--- config.mk ---
export PLATFORM = sky130hd
export DESIGN_NAME = i2c_slave
export DESIGN_NICKNAME = d
export VERILOG_FILES = /design/src/rtl/i2c_slave.sv
export SDC_FILE = /design/constraint.sdc
export NUM_CORES = 1
export LEC_CHECK = 0
export ABC_AREA = 1
export BUFFER_PORTS_ARGS = -buffer_cell sky130_fd_sc_hd__buf_2
export CAP_MARGIN = 30
export CORE_MARGIN = 2
export CORE_UTILIZATION = 40
export CTS_CLUSTER_DIAMETER = 30
export DETAILED_ROUTE_END_ITERATION = 10
export PLACE_DENSITY = 0.58
export SLEW_MARGIN = 20
export SYNTH_ARGS = -nofsm -noshare
export SYNTH_HDL_FRONTEND = slang
export SYNTH_SLANG_ARGS = --single-unit
--- constraint.sdc ---
create_clock -name clk -period 1.85 [get_ports clk]
set_input_delay 0.0925 -clock clk [delete_from_list [all_inputs] [get_ports clk]]
set_output_delay 0.0925 -clock clk [all_outputs]
set_load 0.005 [all_outputs]
--- src/rtl/i2c_slave.sv ---
// I2C target with a 7-bit address: START/STOP detection, address ACK, write delivery and read shift-out.
// Optional SCL clock stretching on reads is enabled by defining I2C_SLAVE_STRETCH_EN (adds dat_vld).
module i2c_slave #(
    parameter logic [6:0] ADDR = 7'h50,
    parameter int         US   = 1
) (
    input  logic       clk,
    input  logic       rst,
    input  logic       sda,
    output logic       sda_out,
    input  logic       scl,
    output logic       scl_out,
    input  logic [7:0] dat,
`ifdef I2C_SLAVE_STRETCH_EN
    input  logic       dat_vld,
`endif
    output logic [7:0] dat_out,
    output logic       wr_vld,
    output logic       rd_req,
    input  logic       nack_wr,
    output logic       sta,
    output logic       sto,
    output logic       sel
);

    typedef enum logic [2:0] {
        ST_IDLE, ST_ADDR, ST_AACK, ST_WRX, ST_WACK, ST_RTX, ST_RACK, ST_WAIT
    } state_t;

    state_t     state;
    logic [2:0] scl_p, sda_p;   // [1:0] synchroniser, [2] previous value for edge detection
    logic [2:0] cnt;
    logic [6:0] sr;
    logic [6:0] tx;
    logic       rw, ph, nack_l;

    always_ff @(posedge clk) begin
        if (rst) begin
            scl_p <= 3'b111;
            sda_p <= 3'b111;
        end else begin
            scl_p <= {scl_p[1:0], scl};
            sda_p <= {sda_p[1:0], sda};
        end
    end

    logic sda_s, scl_rise, scl_fall, start_ev, stop_ev, load_rd;
    assign sda_s    = sda_p[1];
    assign scl_rise = scl_p[1] & ~scl_p[2];
    assign scl_fall = ~scl_p[1] & scl_p[2];
    // SCL must be stably high across the SDA edge so a simultaneous release after reset is not a START
    assign start_ev = sda_p[2] & ~sda_p[1] & scl_p[1] & scl_p[2];
    assign stop_ev  = ~sda_p[2] & sda_p[1] & scl_p[1] & scl_p[2];
    // a fall in RACK can only follow a master ACK, since a NACK leaves RACK on the rise
    assign load_rd  = scl_fall & ((state == ST_AACK & ph & rw) | (state == ST_RACK));

`ifdef I2C_SLAVE_STRETCH_EN
    localparam int TSU = 47 * US / 10;
    logic        str;
    logic [15:0] tsu_cnt;
`else
    logic unused_us;
    assign unused_us = (US > 0);
    assign scl_out   = 1'b1;
`endif

    always_ff @(posedge clk) begin
        if (rst) begin
            state   <= ST_IDLE;
            cnt     <= 3'd0;
            sr      <= 7'd0;
            tx      <= 7'd0;
            rw      <= 1'b0;
            ph      <= 1'b0;
            nack_l  <= 1'b0;
            sda_out <= 1'b1;
            dat_out <= 8'd0;
            wr_vld  <= 1'b0;
            rd_req  <= 1'b0;
            sta     <= 1'b0;
            sto     <= 1'b0;
            sel     <= 1'b0;
`ifdef I2C_SLAVE_STRETCH_EN
            scl_out <= 1'b1;
            str     <= 1'b0;
            tsu_cnt <= 16'd0;
`endif
        end else begin
            wr_vld <= 1'b0;
            rd_req <= 1'b0;
            sta    <= 1'b0;
            sto    <= 1'b0;
            if (stop_ev) begin
                state   <= ST_IDLE;
                sda_out <= 1'b1;
                sel     <= 1'b0;
                sto     <= 1'b1;
`ifdef I2C_SLAVE_STRETCH_EN
                scl_out <= 1'b1;
                str     <= 1'b0;
                tsu_cnt <= 16'd0;
`endif
            end else if (start_ev) begin
                state   <= ST_ADDR;
                cnt     <= 3'd7;
                sda_out <= 1'b1;
                sel     <= 1'b0;
                sta     <= 1'b1;
`ifdef I2C_SLAVE_STRETCH_EN
                scl_out <= 1'b1;
                str     <= 1'b0;
                tsu_cnt <= 16'd0;
            end else if (str) begin
                if (dat_vld) begin
                    str     <= 1'b0;
                    tx      <= dat[6:0];
                    sda_out <= dat[7];
                    cnt     <= 3'd7;
                    tsu_cnt <= 16'(TSU);
                    if (TSU == 0) scl_out <= 1'b1;
                end else begin
                    rd_req <= 1'b1;
                end
            end else if (tsu_cnt != 16'd0) begin
                if (tsu_cnt == 16'd1) scl_out <= 1'b1;
                tsu_cnt <= tsu_cnt - 16'd1;
`endif
            end else begin
                case (state)
                    ST_ADDR: if (scl_rise) begin
                        sr  <= {sr[5:0], sda_s};
                        cnt <= cnt - 3'd1;
                        if (cnt == 3'd0) begin
                            ph <= 1'b0;
                            rw <= sda_s;
                            state <= (sr == ADDR) ? ST_AACK : ST_WAIT;
                        end
                    end
                    ST_AACK: if (scl_fall) begin
                        if (!ph) begin
                            sda_out <= 1'b0;
                            sel     <= 1'b1;
                            ph      <= 1'b1;
                        end else begin
                            sda_out <= 1'b1;
                            ph      <= 1'b0;
                            if (!rw) begin
                                state <= ST_WRX;
                                cnt   <= 3'd7;
                            end
                        end
                    end
                    ST_WRX: if (scl_rise) begin
                        sr  <= {sr[5:0], sda_s};
                        cnt <= cnt - 3'd1;
                        if (cnt == 3'd0) begin
                            dat_out <= {sr, sda_s};
                            nack_l  <= nack_wr;
                            ph      <= 1'b0;
                            state   <= ST_WACK;
                        end
                    end
                    ST_WACK: if (scl_fall) begin
                        if (!ph) begin
                            sda_out <= nack_l;
                            wr_vld  <= ~nack_l;
                            ph      <= 1'b1;
                        end else begin
                            sda_out <= 1'b1;
                            ph      <= 1'b0;
                            cnt     <= 3'd7;
                            state   <= nack_l ? ST_WAIT : ST_WRX;
                        end
                    end
                    ST_RTX: if (scl_fall) begin
                        if (cnt == 3'd0) begin
                            sda_out <= 1'b1;
                            state   <= ST_RACK;
                        end else begin
                            sda_out <= tx[6];
                            tx      <= {tx[5:0], 1'b0};
                            cnt     <= cnt - 3'd1;
                        end
                    end
                    ST_RACK: if (scl_rise && sda_s) begin
                        sel   <= 1'b0;
                        state <= ST_WAIT;
                    end
                    ST_WAIT: sda_out <= 1'b1;
                    default: ;
                endcase
                if (load_rd) begin
                    state  <= ST_RTX;
                    rd_req <= 1'b1;
`ifdef I2C_SLAVE_STRETCH_EN
                    str     <= 1'b1;
                    scl_out <= 1'b0;
                    sda_out <= 1'b1;
`else
                    tx      <= dat[6:0];
                    sda_out <= dat[7];
                    cnt     <= 3'd7;
`endif
                end
            end
        end
    end

endmodule
Word-level counts from Yosys, hierarchy flattened:

Index checks and enable logic that the tools add are counted.
W data, S select, Z words.

* bits in read-only memories: 0
* bits in latches: 0
* output and inout bits: 15
* memories kept: 0
* register bits: 43
* word-level logic and storage cells: 171
* memory bits (writable): 0

* bitwise operators: 21
* multiplexer cells: 52
* equal/unequal tests: 51
* multipliers: 0
* add/subtract/negate cells: 1
* $lt $le $gt $ge: 0
* reduce and logical (&&, ||, !) cells: 28
* div/mod/pow operators: 0
* shift operators: 0

Operators by type and width (count)
* $mux W3: 25
* $ne A4 B4 Y1 const B: 12
* $reduce_and A13 Y1: 3
* $ne A3 B3 Y1 const B: 11
* $mux W7: 4
* $ne A2 B2 Y1 const B: 13
* $mux W1: 18
* $pmux W3 S6: 1
* $reduce_and A5 Y1: 3
* $eq A3 B3 Y1 const B: 4
* $pmux W3 S4: 1
* $reduce_and A4 Y1: 3
* $reduce_bool A6 Y1: 2
* $and A1 B1 Y1: 11
* $reduce_and A10 Y1: 1
* $not A1 Y1: 9
* $ne A2 B1 Y1 const B: 4
* $reduce_bool A2 Y1: 4
* $reduce_bool A8 Y1: 1
* $eq A7 B7 Y1 const B: 1
* $reduce_bool A7 Y1: 1
* $eq A3 B2 Y1 const B: 2
* $reduce_and A6 Y1: 1
* $reduce_or A2 Y1: 3
* 14 further kinds: 15

Logic depth before layout (Yosys ltp):

* word-level depth: 7
* mapped depth: 13
* mapped depth without buffers: 13

Worst setup path before layout:

Ideal clock, no wire load.

* path type: register to register
* from: reg cnt[0]
* to: reg state[0]
* setup slack: 378 ps
* cell stages (with the launch flop): 12
* data arrival time: 1357 ps
* cell sequence: dfxtp_1 -> inv_1 -> ha_1 -> inv_1 -> nor2_1 -> nor2_2 -> a21oi_1 -> nand3_1 -> nand2_1 -> nand3_1 -> nand2_1 -> nor2_1

* longest elaborated chain between the ends: 3

Ends and longest elaborated chain
* from (decl): RTL line 32 `logic [2:0] cnt;`
* from (signal assigned): RTL line 132 `cnt <= cnt - 3'd1;`
* from (signal assigned): RTL line 155 `cnt <= cnt - 3'd1;`
* from (signal assigned): RTL line 182 `cnt <= cnt - 3'd1;`
* $logic_not A3 Y1 *: RTL line 133, 156, 176
* $ne A4 B4 Y1 (no line)
* $reduce_and A13 Y1 (no line) *
* to (signal assigned): RTL line 136 `state <= (sr == ADDR) ? ST_AACK : ST_WAIT;`
* to (signal assigned): RTL line 172 `state <= nack_l ? ST_WAIT : ST_WRX;`
* to (decl): RTL line 30 `state_t state;`

Every way passes the cells marked *; elsewhere a longest branch is shown, timed or not.
A chain may end at the register's enable or synchronous reset.

Worst setup path in the final report:

* from: reg state[2]
* to: reg ph

* longest elaborated chain between the ends: 4

Ends and longest elaborated chain
* $eq A3 B2 Y1, or another cell as far along: RTL line 129 `case (state)`
* $reduce_or A2 Y1 (no line)
* $ne A2 B1 Y1 (no line) or $reduce_bool A2 Y1 (tied branches)
* $reduce_and A6 Y1 (no line)
* to (signal assigned): RTL line 134 `ph <= 1'b0;`
* to (signal assigned): RTL line 143 `ph <= 1'b1;`
* to (signal assigned): RTL line 146 `ph <= 1'b0;`
* to (decl): RTL line 35 `logic rw, ph, nack_l;`

Several ways; a longest one is shown, not always the timed one.

==> flow_summary.yaml <==
run_status:
  status: "finished clean"
logic_synthesis:
  ys_seq_area_share_pct: 41.22
  yosysWarnings: 0
  synth.most_common_cell: "nand2_1"
  avgSynthCellArea_sq_um: 7.127
  synth-edff-count: 0
  synth_nets: 308
  synth_top_area_share_pct: 41.22
  post_synth_inst_count: 293
  synth-seq-cells: 43
  syn_area_sq_um: 2088
  ys_top_cells_by_area: "dfxtp_1 (41%), nand2_1 (10%), nor2_1 (7.4%)"
  synthDistinctLibCells: 32
  synth.cells.most_frequent: "nand2_1 (57), dfxtp_1 (43), nor2_1 (41)"
  synthArstFlopShare_pct: 0
  synth_flop_cell: "dfxtp_1"
  synth.largest_area_cell: "dfxtp_1"
clock_network:
  insertion_delay_ns: 0.29
  clkSinkCount: 43
  path_clk_slew_ns: 0.08
  cts_buffers: 5
  post_cts_buffers: 0
  cts-htree-levels: 2
  cts.path.max_buffers: 2
  cts-root-buf: "clkbuf_8"
  cts_tree: "yes"
cells_and_area:
  final_area_sq_um: 2457
  final_net_count: 344
  area_growth_pct: 17.68
  num_antenna_cells: 0
  drive_above_1_share_pct: 23.03
  filler_cell_count: 549
timing:
  whs_ns: 0.02389
  fmax_mhz: 602.8
  tns_ns: 0
  rsz0062_at_grt: "no"
  layout_worst_path_cycle_share_pct: 89.66
  hold_viol_final: 0
  min_period_ns: 1.659
  setup_viol: 0
  fin_skew_ns: 0.006216
  slew_viol_final: 0
worst_setup_path:
  r2r_slack_ns: 0.19
  crit_arrival_ns: 1.84
  crit_cells: 9
  critical_path_buf_inv_count: 1
  critPathKind: "reg -> reg"
  regToRegEndpoint: "ph"
  crit_required_ns: 2.03
  crit_slowest_cell: "dfxtp_1"
  cpMostUsedCell: "nor2_1"
  critPathMaxFanout: 7
  cp_slowest_stage_delay_ns: 0.46
  critPathLaunchType: "flop"
  cpLargestDelayFamily: "simple AND/OR/NAND/NOR gates"
  reg2reg_depth: 9
  end_kind: "flop"
  critical_path.cell_chain: "inv_1, nor2_1, nand2_1, nand2_1, nor2_1, nor2_1, nand3_1, o21ai_0, a21oi_1"
  r2r_start: "state[2]"
placed_design:
  gp_congestion: 0.8891
  dp_hpwl_microns: 3642
  io_buffers: 26
  place_area_sq_um: 2322
power:
  power.density_nw_per_um2: 1222
  leakage_uw: 0.001124
  ir_drop_mv: 0.5590
run:
  max_cap_violations: 0
grt:
  antenna_found_initial: 0
  grt_pass1_wl_microns: 8162
  grt_max_degree: 22
  grt_pass1_vias: 1766
  globalRouteTotalUtil_pct: 17.15
  overflow: 0
die:
  core.rowCount: 26
  die_w_microns: 76.26
  initial_core_util_pct: 41.15
  die_h_microns: 76.26
  core_sq_um: 5075
  io_pins: 28
  die_area_sq_um: 5815
detailed_routing:
  num_vias: 1965
  wl_microns: 4813
  ant_nets: 0
  drc: 0
  initialDrtViolationCount: 156
  wire_per_inst_microns: 12.03
  drt-pass1-iter-count: 4
  post_drt_via_cell_ratio: 4.913
hold_path:
  hold_class: "in -> reg"
  hold_path_end: "nack_l"
  holdCritStartpoint: "nack_wr"
  hold-path-cell-count: 3
[where the power goes]
part / total (uW) / switching, uW / internal [uW]
combinational: 1270 / 838 / 430
sequential: 1100 / 87.6 / 1010
clock: 634 / 330 / 305
total: 3000 / 1260 / 1750
[registers in the layout, indices dropped and copies added, names as in the netlist, 3 cells and up]
register and cells:
cnt 3, dat_out 8, scl_p 3, sda_p 3
sr 7, state 3, tx 7
[logic make-up after synthesis]
logic type | count (synthesis) | synth area share (%)
adders and majority gates | 2 | 1.198
other | 1 | 0.1796
AOI/OAI and AO/OA | 58 | 15.22
xor gates and xnor gates | 1 | 0.4195
buffers and inverters | 39 | 8.029
and+or+nand+nor | 149 | 33.73
DFF | 43 | 41.22
[metrics by stage]
stage          total power, uW  cells  worst slack (ns)  utilization [%]
2_1_floorplan             2078    293            0.3776                -
3_3_place_gp              2370    390            0.1572            45.76
3_5_place_dp              2350    390            0.1672            45.76
4_1_cts                   3000    400            0.1428            48.10
5_1_grt                   3266    400           0.03979            48.42
6_report                  3003    400            0.1912            48.42
[how the worst max path moves through the flow]
stage	from	end	slack [ns]
after floorplan	cnt[0]	state[0]	0.38
after global placement	state[1]	cnt[0]	0.16
after detailed placement	scl_p[1]	tx[1]	0.17
after CTS	scl_p[1]	tx[1]	0.14
after global routing	state[2]	cnt[0]	0.04
final	state[2]	ph	0.19
[layout make-up]
type                    count  area [sq um]  share of cell area [%]
repair buffers             37         217.7                   8.859
multi-input cells         211          1075                   43.74
inverters                  31         116.4                   4.735
well taps                  70         87.58                   3.564
flip-flops and latches     43         862.1                   35.08
clock inverters             2         16.27                  0.6619
clock buffers               6         82.58                   3.360
[layout by cell type, fill, tap and decap left out, types with 5 or more instances in the layout]
cell      netlist  layout
nand2_1        57      57
a21oi_1        20      20
clkbuf_8        0       6
nand3_1        24      24
inv_2           6       6
buf_4           3       9
inv_1          24      24
a31oi_1         7       7
nor2_1         41      40
buf_2           2      26
nand2_2         7       6
o21ai_0        22      22
dfxtp_1        43      42
or2_2           5       5
[repair_timing]
item | in CTS | in global routing
endpoints found under the hold margin | 2 | 0
gates resized for setup | 0 | 4
hold buffers | 2 | 0
setup endpoints to repair | 0 | 9
[layer usage]
layer | global-route usage [%] | vias to the layer above | routed length, microns
met3 | 2.488 | 6 | 240
met5 | 0 | - | 0
li1 | - | 1028 | -
met2 | 26.55 | 51 | 2095
met1 | 24.65 | 880 | 2422
met4 | 5.455 | 0 | 55
[worst min-delay path, delay by kind of cell]
family	cells	cell delay, ns
buffers and inverters	1	0.07
and+or+nand+nor	2	0.11
Note: power is estimated with default switching activity, not from simulation.
